`src/rtl/ddr_wr_burst_tx.sv`:
```
// rtl/ddr_wr_burst_tx.sv - DDR write burst transmitter: beat pairs to DQ/DM/DQS with preamble/postamble framing
module ddr_wr_burst_tx #(
    parameter int WIDTH       = 8,
    parameter int BURST_BEATS = 8,
    parameter bit SEAMLESS    = 1'b1
) (
    input  logic             clk,
    input  logic             rst,
    input  logic             s_valid,
    output logic             s_ready,
    input  logic [WIDTH-1:0] s_d0,
    input  logic [WIDTH-1:0] s_d1,
    input  logic [1:0]       s_dm,
    output logic [WIDTH-1:0] dq_o,
    output logic             dq_oe,
    output logic             dm_o,
    output logic             dqs_o,
    output logic             dqs_oe,
    output logic             busy,
    output logic             underrun
);
    localparam int PAIRS = BURST_BEATS / 2;
    localparam int CW    = (PAIRS > 1) ? $clog2(PAIRS) : 1;
    localparam logic [CW-1:0] LAST = CW'(PAIRS - 1);

    typedef enum logic [1:0] {IDLE, PRE, BURST, POST} state_t;

    state_t          state_q, state_d;
    logic [CW-1:0]   cnt_q, cnt_d;
    logic            accept, under;

    logic [WIDTH-1:0] p_dq, f_dq, n_dq;
    logic             p_dm, f_dm, n_dm;
    logic             tog_q, underrun_q;

    always_comb begin
        state_d = state_q;
        cnt_d   = cnt_q;
        s_ready = 1'b0;
        case (state_q)
            IDLE: begin
                if (s_valid) state_d = PRE;
            end
            PRE: begin
                s_ready = 1'b1;
                state_d = BURST;
                cnt_d   = '0;
            end
            BURST: begin
                if (cnt_q != LAST) begin
                    s_ready = 1'b1;
                    cnt_d   = cnt_q + 1'b1;
                end else begin
                    s_ready = SEAMLESS;
                    if (SEAMLESS && s_valid) cnt_d = '0;
                    else                     state_d = POST;
                end
            end
            POST: begin
                state_d = IDLE;
            end
            default: state_d = IDLE;
        endcase
        accept = s_ready & s_valid;
        // A missing pair on the final seamless slot just ends the burst; it is not a hole.
        under  = s_ready & ~s_valid & ~(state_q == BURST && cnt_q == LAST);
    end

    always_ff @(posedge clk) begin
        if (rst) begin
            state_q    <= IDLE;
            cnt_q      <= '0;
            p_dq       <= '0;
            p_dm       <= 1'b0;
            f_dq       <= '0;
            f_dm       <= 1'b0;
            tog_q      <= 1'b0;
            underrun_q <= 1'b0;
        end else begin
            state_q    <= state_d;
            cnt_q      <= cnt_d;
            tog_q      <= (state_d == BURST);
            underrun_q <= under;
            if (accept) begin
                p_dq <= s_d0;
                p_dm <= s_dm[0];
                f_dq <= s_d1;
                f_dm <= s_dm[1];
            end else if (under) begin
                // Hole in the burst: repeat the last driven beat, masked in both phases.
                p_dq <= f_dq;
                p_dm <= 1'b1;
                f_dm <= 1'b1;
            end else begin
                p_dq <= '0;
                p_dm <= 1'b0;
                f_dq <= '0;
                f_dm <= 1'b0;
            end
        end
    end

    always_ff @(negedge clk) begin
        n_dq <= f_dq;
        n_dm <= f_dm;
    end

    assign dq_o     = clk ? p_dq : n_dq;
    assign dm_o     = clk ? p_dm : n_dm;
    assign dqs_o    = clk & tog_q;
    assign dq_oe    = (state_q == BURST);
    assign dqs_oe   = (state_q != IDLE);
    assign busy     = (state_q != IDLE);
    assign underrun = underrun_q;
endmodule

```
`config.mk`:
```
export PLATFORM = sky130hd
export DESIGN_NAME = ddr_wr_burst_tx
export DESIGN_NICKNAME = d
export VERILOG_FILES = /design/src/rtl/ddr_wr_burst_tx.sv
export SDC_FILE = /design/constraint.sdc
export NUM_CORES = 1
export LEC_CHECK = 0
export CAP_MARGIN = 20
export CELL_PAD_IN_SITES_DETAIL_PLACEMENT = 1
export CELL_PAD_IN_SITES_GLOBAL_PLACEMENT = 2
export CORE_ASPECT_RATIO = 0.8
export CORE_MARGIN = 2
export CORE_UTILIZATION = 25
export DETAILED_ROUTE_END_ITERATION = 10
export PLACE_DENSITY = 0.69
export SLEW_MARGIN = 20
export SYNTH_ARGS = -nofsm -noshare
export SYNTH_HDL_FRONTEND = slang
export SYNTH_SLANG_ARGS = --single-unit
export TNS_END_PERCENT = 50
```
`constraint.sdc`:
```
create_clock -name clk -period 1.3 [get_ports clk]
set_input_delay 0.325 -clock clk [delete_from_list [all_inputs] [get_ports clk]]
set_output_delay 0.325 -clock clk [all_outputs]
set_load 0.05 [all_outputs]
```
### Word-level counts from Yosys, hierarchy flattened

Cells that the tools add are included.

| word-level totals | value |
|---|---|
| register bits after elaboration | 33 |
| bits of input ports | 21 |
| output and inout port bits | 15 |
| logic and storage cells | 46 |

| cells by class | value |
|---|---|
| $add $sub $neg | 1 |
| equality and inequality tests | 7 |
| multiplexer cells | 16 |
| bitwise logic cells | 6 |
| reduce and logical (&&, ||, !) cells | 6 |

Operator list:

| operator | number |
|---|---|
| 8-bit two-way mux | 4 |
| 2-bit two-way mux | 5 |
| 2-bit == test, second input constant | 4 |
| 2-bit one-hot mux with 4 select lines | 1 |
| 1-bit two-way mux | 5 |
| 1-bit AND | 4 |
| 2-bit one-hot mux with 2 select lines | 1 |
| 2-bit nonzero test | 2 |
| 3-bit by 2-bit inequality test with 1-bit output, second input constant | 1 |
| 2-bit by 1-bit adder with 2-bit output, second input constant | 1 |
| 2-bit by 1-bit == test with 1-bit output, second input constant | 1 |
| 2-bit zero test | 1 |
| 2-bit inequality test, second input constant | 1 |
| 1-bit inverter | 2 |
| 2-bit AND reduction | 1 |
| 2-bit OR reduction | 1 |
| 1-bit logical AND | 1 |

### Logic depth before layout (Yosys ltp)

| depth | value |
|---|---|
| word-level depth | 7 |
| depth in mapped cells | 7 |
| gate-level depth less buffers | 5 |

==> flow_summary.ini <==
[status]
status = finished, violations left
violations = negative setup slack

[sta]
setup_slack_ns = -0.863
drv_slew = 0
setup_viol = 32
hold_viol = 0
clock_skew_ns = 0.0821
worst_slew_pin_slew_ns = 0.359
relSlewSlack = 0.760
rsz0062_at_grt = yes
hold-worst-slack_ns = 0.430

[detailed_routing]
avgViaCountPerCell = 4.55
wl_per_cell_um = 14.4
drc = 0
antenna_left = 0
first_pass_iters = 4
drtIter0Drc = 24
route.vias.total = 1182
postRouteWirelength_mm = 3.75

[logic_synthesis]
synth_top_family_by_area = simple AND/OR/NAND/NOR gates
synthAdderAreaFrac = 0.0496
netlist_instances = 128
yosysUniqueCellTypes = 22
syn-num-nets = 154
synth_seq_cells = 33
yosysMostFrequentCell = dfxtp_1
synth_xor_area_frac = 0
yosysWarningCount = 0
synth-seq-area-share = 0.523
synthArstFlopShare = 0
ys_top_cells_by_count = dfxtp_1, nand2_1, a21oi_1
ys.flop_type = dfxtp_1
syn-mean-instance-area_um2 = 9.86
synthTopCellsByArea = dfxtp_1, mux2_2, a21oi_1
synth_top_area_share = 0.523
synthSimpleGateAreaFrac = 0.200
netlist_area_mm2 = 0.00126
synth_compound_area_frac = 0.0942
synthMuxAreaShare = 0.0803
synth-edff-count = 0
synth_area_leader_cell = dfxtp_1

[die]
initial_core_util = 0.255
rows = 23
boundaryPins = 36
die_height_um = 67.6
coreArea_mm2 = 0.00495
die_width_um = 83.5
die-area_mm2 = 0.00564

[global_route]
grt_pass1_wl_mm = 5.75
grt_pass1_vias = 1377
grt_antenna_before_repair = 0
grt_usage = 0.137
globalRouteOverflowTotal = 0
grt_start_max_net_pins = 24

[layout]
multiInputGateArea_um2 = 686
nets = 222
fin_cells = 260
drive_above_1_share = 0.434
seqCellArea_um2 = 668
area_growth_pct = 81.7
fillers = 561
num_antenna_cells = 0

[critical_path]
cpPeakStageDelay_ns = 0.30
required_ns = 0.98
crit_cells = 2
worstPathArrival_ns = 1.84
worst-path-max-fanout = 1
cp-end-kind = output pin
ff2ff_path_depth = 6
path_buf_inv = 1
path_cells = mux2_4 > buf_6
critPathKind = flip-flop to output pin
start_kind = flip-flop
cpMaxStageDelayCell = dfxtp_1
cp_top_family = flip-flops

[power_and_ir_drop]
worst_ir_drop_vdd_mv = 0.701
power_leakage_nw = 0.951
power_density_mw_per_mm2 = 1710

[place]
place_congestion = 0.780
dp_hpwl_mm = 2.38
port_buffers = 35
placedCellCount = 227

[worst_hold_path]
hp-class = primary input to flip-flop
hold_path_depth = 3

[clock_network]
worstSkewPairLatency_ns = 0.47
clkTransAtPathRegs_ns = 0.07
tritoncts = yes

[flow_run]
drv_cap = 0
routing by layer:
metal | vias up | wire, um | global-route usage
met5 | - | 0 | 0
met4 | 0 | 95 | 0.141
met3 | 13 | 169 | 0.0623
met2 | 29 | 1920 | 0.220
met1 | 557 | 1560 | 0.131
li1 | 583 | - | -
area by class of cell:
cell class / count / share of cell area
Multi-Input combinational cell: 85 / 0.299
Clock inverter: 11 / 0.0218
Timing Repair Buffer: 44 / 0.224
Clock buffer: 22 / 0.122
Tap cell: 62 / 0.0338
Inverter: 3 / 0.00818
Sequential cell: 33 / 0.291
stage by stage:
stage / setup WS, ns / setup TNS, ns / area (um2) / utilization / total power [W]
floorplan: -0.294 / -3.91 / 1330 / - / 0.00197
global placement: -0.892 / -13.99 / 1840 / 0.372 / 0.00213
detailed placement: -0.905 / -14.84 / 1840 / 0.372 / 0.00215
CTS: -0.866 / -10.43 / 2140 / 0.431 / 0.00380
global route: -0.896 / -11.07 / 2290 / 0.463 / 0.00412
finish: -0.863 / -9.19 / 2290 / 0.463 / 0.00391
final timing paths:
check / start / endpoint / slack [ns]
setup / recovery: n_dq[1]$_DFF_N_ / dq_o[1] / -0.86
hold / removal: s_valid / state_q[0]$_SDFF_PP0_ / 0.43
setup reg to reg: state_q[0]$_SDFF_PP0_ / f_dq[4]$_SDFF_PP0_ / -0.05
hold reg to reg: cnt_q[1]$_SDFFE_PP0P_ / cnt_q[1]$_SDFFE_PP0P_ / 0.52
logic make-up (layout without fill, tap and decap cells):
logic type | count (synthesis) | count (layout)
simple gates | 46 | 48
mux | 9 | 9
flops | 33 | 33
buf+inv | 12 | 80
compound gates | 23 | 23
fa+ha+maj | 5 | 5
what timing repair did:
item                                    in CTS  in global routing
hold buffers                                 0                  0
pin swaps                                    7                 16
setup buffers                                5                  4
gates cloned                                 0                  3
gates resized for setup                     87                 27
endpoints found under the setup margin      32                 38
report_power, final:
group          total, W  internal, W  switching (W)
sequential      0.00111      0.00108      0.0000324
clock           0.00204      0.00110       0.000933
combinational  0.000765     0.000407       0.000359
total           0.00391      0.00259        0.00132
worst min-delay path, cell delays in order:
cell and delay (ns):
dlymetal6s2s_1 0.23, nand2_1 0.14, a31oi_1 0.08
cells in the final DEF (no fill, tap or decap), drive strengths merged:
cell type      netlist  layout
nand2b               1       1
clkdlybuf4s50        0      19
nand3b               1       1
nor2b                3       3
ha                   5       5
nand3                3       3
dlymetal6s2s         0       1
dfxtp               33      33
nor3                 2       2
clkinvlp             0       1
nor2                 3       3
clkbuf               3      12
nor4                 1       1
mux2                 9       9
buf                  5      34
and2                 2       4
nand4b               9       9
nand4bb              1       1
o21ai                1       1
nand2               20      20
inv                  4      13
a21oi               19      19
a31oi                3       3
registers in the layout (all words and copies together) (netlist names), 2 cells and up:
name	count
state_q	2
n_dq	8
p_dq	8
cnt_q	2
f_dq	8
(Power assumes the default switching activity.)
